<file path="config.mk">
export PLATFORM = sky130hd
export DESIGN_NAME = pcm_serial_tx
export DESIGN_NICKNAME = d
export VERILOG_FILES = /design/src/rtl/pcm_serial_tx.sv
export SDC_FILE = /design/constraint.sdc
export NUM_CORES = 1
export LEC_CHECK = 0
export ABC_CLOCK_PERIOD_IN_PS = 6970
export BUFFER_PORTS_ARGS = -buffer_cell sky130_fd_sc_hd__buf_2
export CAP_MARGIN = 20
export CORE_MARGIN = 8
export CORE_UTILIZATION = 30
export CTS_BUF_LIST = sky130_fd_sc_hd__clkbuf_8
export CTS_CLUSTER_DIAMETER = 200
export DETAILED_ROUTE_END_ITERATION = 7
export GPL_TIMING_DRIVEN = 0
export PLACE_DENSITY = 0.42
export SLEW_MARGIN = 20
export SYNTH_ARGS = -nofsm -noshare
export SYNTH_HDL_FRONTEND = slang
export SYNTH_SLANG_ARGS = --single-unit
</file>
<file path="constraint.sdc">
create_clock -name clk -period 6.97 [get_ports clk]
set_input_delay 1.394 -clock clk [delete_from_list [all_inputs] [get_ports clk]]
set_output_delay 1.394 -clock clk [all_outputs]
set_load 0.02 [all_outputs]
</file>
<file path="src/rtl/pcm_serial_tx.sv">
// pcm_serial_tx -- transmit end of the noise-cancellation datapath.
// Buffers filtered samples in a small FIFO and shifts each one out MSB-first
// on a 3-wire DAC link (sclk / fsync / sdata), with a one-bit idle gap
// between frames.
//
// Optional feature macro: TX_PARITY_EN -- when defined, an even-parity bit
// (XOR of all data bits) is appended after the LSB, so frames are DATA_W+1
// bits long.
//
// Ports:
//   clk        in   system clock, rising edge
//   rst        in   synchronous active-high reset
//   in_valid   in   sample present on in_data
//   in_data    in   [DATA_W-1:0] sample (sent as raw bits)
//   in_ready   out  FIFO not full (combinational)
//   sclk       out  serial bit clock, low when idle; DAC samples on rising edge
//   fsync      out  high for the whole MSB bit period of each frame
//   sdata      out  serial data, MSB first; 0 when idle
//   busy       out  high in LOAD, SHIFT or GAP
//   overflow   out  sticky: a sample was offered while full
//   fifo_level out  [$clog2(FIFO_DEPTH):0] FIFO occupancy
module pcm_serial_tx #(
  parameter int DATA_W     = 16,
  parameter int FIFO_DEPTH = 8,
  parameter int CLK_DIV    = 4
) (
  input  logic                          clk,
  input  logic                          rst,
  input  logic                          in_valid,
  input  logic [DATA_W-1:0]             in_data,
  output logic                          in_ready,
  output logic                          sclk,
  output logic                          fsync,
  output logic                          sdata,
  output logic                          busy,
  output logic                          overflow,
  output logic [$clog2(FIFO_DEPTH):0]   fifo_level
);

`ifdef TX_PARITY_EN
  localparam int FRAME_W = DATA_W + 1;
`else
  localparam int FRAME_W = DATA_W;
`endif

  localparam int PTR_W = $clog2(FIFO_DEPTH);
  localparam int LVL_W = PTR_W + 1;
  localparam int DIV_W = $clog2(CLK_DIV);
  localparam int BIT_W = $clog2(FRAME_W);

  localparam logic [LVL_W-1:0] FULL_LVL = LVL_W'(FIFO_DEPTH);
  localparam logic [DIV_W-1:0] DIV_LAST = DIV_W'(CLK_DIV - 1);
  localparam logic [DIV_W-1:0] DIV_HALF = DIV_W'(CLK_DIV / 2);
  localparam logic [BIT_W-1:0] BIT_LAST = BIT_W'(FRAME_W - 1);

  localparam logic [1:0] S_IDLE  = 2'd0;
  localparam logic [1:0] S_LOAD  = 2'd1;
  localparam logic [1:0] S_SHIFT = 2'd2;
  localparam logic [1:0] S_GAP   = 2'd3;

  // ---------------------------------------------------------------- FIFO
  logic [DATA_W-1:0] mem [FIFO_DEPTH];
  logic [PTR_W-1:0]  wr_ptr, rd_ptr;
  logic [LVL_W-1:0]  level;
  logic [1:0]        state;
  logic              push, pop;

  assign in_ready   = (level != FULL_LVL);
  assign fifo_level = level;
  // in_ready already excludes full, so a same-edge pop never lets a push in.
  assign push = in_valid & in_ready;
  assign pop  = (state == S_LOAD);

  always_ff @(posedge clk) begin
    if (push) mem[wr_ptr] <= in_data;
  end

  always_ff @(posedge clk) begin
    if (rst) begin
      wr_ptr   <= '0;
      rd_ptr   <= '0;
      level    <= '0;
      overflow <= 1'b0;
    end else begin
      if (push) wr_ptr <= wr_ptr + 1'b1;
      if (pop)  rd_ptr <= rd_ptr + 1'b1;
      case ({push, pop})
        2'b10:   level <= level + 1'b1;
        2'b01:   level <= level - 1'b1;
        default: level <= level;
      endcase
      if (in_valid && !in_ready) overflow <= 1'b1;
    end
  end

  // ---------------------------------------------------------------- serializer
  logic [FRAME_W-1:0] shift_reg;
  logic [FRAME_W-1:0] frame_word;
  logic [DIV_W-1:0]   div;
  logic [BIT_W-1:0]   bit_idx;
  logic [DATA_W-1:0]  head;

  assign head = mem[rd_ptr];
`ifdef TX_PARITY_EN
  assign frame_word = {head, ^head};
`else
  assign frame_word = head;
`endif

  always_ff @(posedge clk) begin
    if (rst) begin
      state     <= S_IDLE;
      div       <= '0;
      bit_idx   <= '0;
      shift_reg <= '0;
    end else begin
      case (state)
        S_IDLE: begin
          if (level != '0) state <= S_LOAD;
        end
        S_LOAD: begin
          shift_reg <= frame_word;
          bit_idx   <= '0;
          div       <= '0;
          state     <= S_SHIFT;
        end
        S_SHIFT: begin
          if (div == DIV_LAST) begin
            // Bit boundary: next bit appears on sdata as div wraps to 0.
            div       <= '0;
            shift_reg <= {shift_reg[FRAME_W-2:0], 1'b0};
            if (bit_idx == BIT_LAST) begin
              bit_idx <= '0;
              state   <= S_GAP;
            end else begin
              bit_idx <= bit_idx + 1'b1;
            end
          end else begin
            div <= div + 1'b1;
          end
        end
        S_GAP: begin
          if (div == DIV_LAST) begin
            div   <= '0;
            state <= (level != '0) ? S_LOAD : S_IDLE;
          end else begin
            div <= div + 1'b1;
          end
        end
        default: state <= S_IDLE;
      endcase
    end
  end

  // Outputs decode straight from state so idle/gap levels need no extra regs.
  assign busy  = (state != S_IDLE);
  assign sdata = (state == S_SHIFT) & shift_reg[FRAME_W-1];
  assign fsync = (state == S_SHIFT) && (bit_idx == '0);
  assign sclk  = (state == S_SHIFT) && (div >= DIV_HALF);

endmodule

</file>
==> impl_metrics.json <==
{
  "outcome": "finished, final reports clean",
  "gp_congestion": 0.725,
  "worstMarginPinSlew_ns": 0.890,
  "dp_slack_ns": 3.72,
  "wl_per_cell_um": 19.2,
  "fillCellCount": 2121,
  "clockBufferDepth": 2,
  "post-dp-hpwl_mm": 10.1,
  "antennaDiodeCount": 0,
  "path_clk_slew_ns": 0.09,
  "cp_max_fo": 10,
  "slew_violations": 0,
  "crit_required_ns": 5.58,
  "core.rowCount": 54,
  "cts_tree": "yes",
  "yosysUniqueCellTypes": 48,
  "min_period_ns": 3.69,
  "antenna_left": 0,
  "setup_viol": 0,
  "power_density_mw_per_mm2": 337,
  "io_buffers": 28,
  "cap_viol_max_count": 0,
  "clock_sinks": 166,
  "ff2ff_path_depth": 7,
  "cts_buffers": 17,
  "rsz0062_at_grt": "false",
  "cp-end-kind": "output port",
  "internal-power_mw": 1.85,
  "swShare_pct": 29.2,
  "post_cts.repair.setup_buffers": 0,
  "combPwrFrac_pct": 23.5,
  "grt_pass1_wl_mm": 23.2,
  "syn_area_mm2": 0.00668,
  "setup_tns_ns": 0,
  "cts_hold_buf": 0,
  "mappedNetlistNets": 470,
  "viasPerCell": 4.77,
  "synth-main-ff-cell": "edfxtp_1",
  "cellLeakagePower_nw": 2.58,
  "final_cell_mix": "128 x edfxtp_1, 38 x buf_2, 38 x dfxtp_1",
  "grt_pass1_vias": 3842,
  "power_frac_clock_pct": 29.5,
  "finClkSkew_ns": 0.0114,
  "synth_cells": 438,
  "areaGrowthSynthToFinish_pct": 16.0,
  "fp.coreArea_mm2": 0.0218,
  "yosysSeqAreaShare_pct": 69.0,
  "grt_usage_pct": 11.6,
  "largest_reg_flops": 128,
  "async_flop_share_pct": 0,
  "clkLatencyLatePin_ns": 0.44,
  "cts_resized": 0,
  "avgSynthCellArea_um2": 15.2,
  "yosys_warnings": 0,
  "hold_viol": 0,
  "die_x_um": 165,
  "hold_slack_ns": 0.467,
  "final_common_cell": "edfxtp_1",
  "antenna_found_initial": 0,
  "design.die.area_mm2": 0.0273,
  "grt_max_degree": 17,
  "whs_path_depth": 2,
  "drtPass1Iterations": 6,
  "drive_gt1_share_pct": 19.6,
  "drt_wl_total_mm": 15.2,
  "start_kind": "flop",
  "slew-limit-headroom_pct": 40.4,
  "drt-initial-drc-count": 237,
  "fmax_mhz": 271,
  "pin_count": 29,
  "cts_root_buf": "clkbuf_8",
  "die-height_um": 165,
  "cp.arrival_ns": 2.29,
  "p_sw_mw": 0.764,
  "critPathKind": "flop to output port",
  "worst_slack_ns": 3.28,
  "synth_enable_flop_cells": 128,
  "grt_overflow": 0,
  "drc": 0,
  "vias": 3761,
  "finalNetCount": 528,
  "seqPwrFrac_pct": 46.9,
  "ys_seq_elements": 166,
  "initial_core_util_pct": 30.6,
  "ir_worst_vdd_v": 0.000157,
  "hp-class": "flop to flop",
  "fin_crit_sh_pct": 52.9,
  "h-tree-depth": 4
}
-- logic make-up after synthesis --
logic type	after synthesis	share of synthesized area [%]
AND/OR/NAND/NOR	108	7.48
buffers and inverters	29	2.25
multiplexers	51	11.4
AO/OA/AOI/OAI	64	6.50
XOR/XNOR	7	0.918
flip-flops	166	69.0
adder cells (fa/ha/maj)	13	2.44
-- path summary, 6_finish.rpt --
check                start            end  slack [ns]
max reg2reg  fifo_level[0]  fifo_level[3]        4.25
min reg2reg       overflow       overflow        0.47
max               state[0]          fsync        3.28
min               overflow       overflow        0.47
-- power groups by stage --
stage | registers, mW | logic, mW | clock network (mW)
after detailed placement | 1.25 | 0.624 | 0
final | 1.23 | 0.615 | 0.771
after CTS | 1.23 | 0.627 | 0.796
after floorplan | 1.25 | 0.423 | 0
after global placement | 1.25 | 0.600 | 0
after global routing | 1.24 | 0.687 | 0.829
-- stage by stage --
| stage | utilization (%) | instance area [µm²] | std cells | power, mW |
|---|---|---|---|---|
| 2_1_floorplan | - | 6680 | 438 | 1.67 |
| 3_3_place_gp | 32.8 | 7170 | 746 | 1.85 |
| 3_5_place_dp | 33.4 | 7300 | 757 | 1.87 |
| 4_1_cts | 35.5 | 7740 | 789 | 2.65 |
| 5_1_grt | 35.5 | 7740 | 789 | 2.75 |
| 6_report | 35.5 | 7740 | 789 | 2.61 |
-- worst max-delay path: stages (launching register included) --
cell and delay (ns):
dfxtp_1 0.35, inv_1 0.10, ha_1 0.33, clkbuf_1 0.48, nor4bb_1 0.35, buf_2 0.24
-- routing by layer --
metal,vias up,wire length [µm],part of all wire (%),global-route usage (%)
met5,-,0,0,0
met4,0,123,0.81,3.93
met3,8,515,3.4,2.55
met2,65,7370,49,18.8
met1,1879,7170,47,15.1
li1,1809,-,-,-
-- layout make-up --
class | count | area (µm²) | share of cell area (%)
Sequential cell | 166 | 4600 | 59.5
Multi-Input combinational cell | 243 | 1970 | 25.4
Tap cell | 280 | 350 | 4.52
Clock buffer | 17 | 234 | 3.02
Timing Repair Buffer | 39 | 221 | 2.86
Clock inverter | 15 | 213 | 2.75
Buffer | 20 | 116 | 1.50
Inverter | 9 | 33.8 | 0.436
-- synthesized netlist by cell type (6+ instances only) --
library cell	count	share of area, %
a21oi_1	9	0.67
nand2_1	27	1.5
mux2i_1	32	4.8
o21ai_1	6	0.45
nor2b_1	6	0.56
dfxtp_1	38	11
a211oi_1	6	0.67
a221oi_1	6	0.79
edfxtp_1	128	58
o22ai_1	9	0.84
nor2_1	37	2.1
xor2_1	6	0.79
buf_2	8	0.60
ha_1	13	2.4
a22oi_1	10	1.1
nand3_1	15	1.1
mux4_1	10	3.9
mux4_2	7	2.4
inv_1	9	0.51
clkbuf_1	6	0.34
o21ai_0	8	0.60
Power figures use the tool's default switching activity.
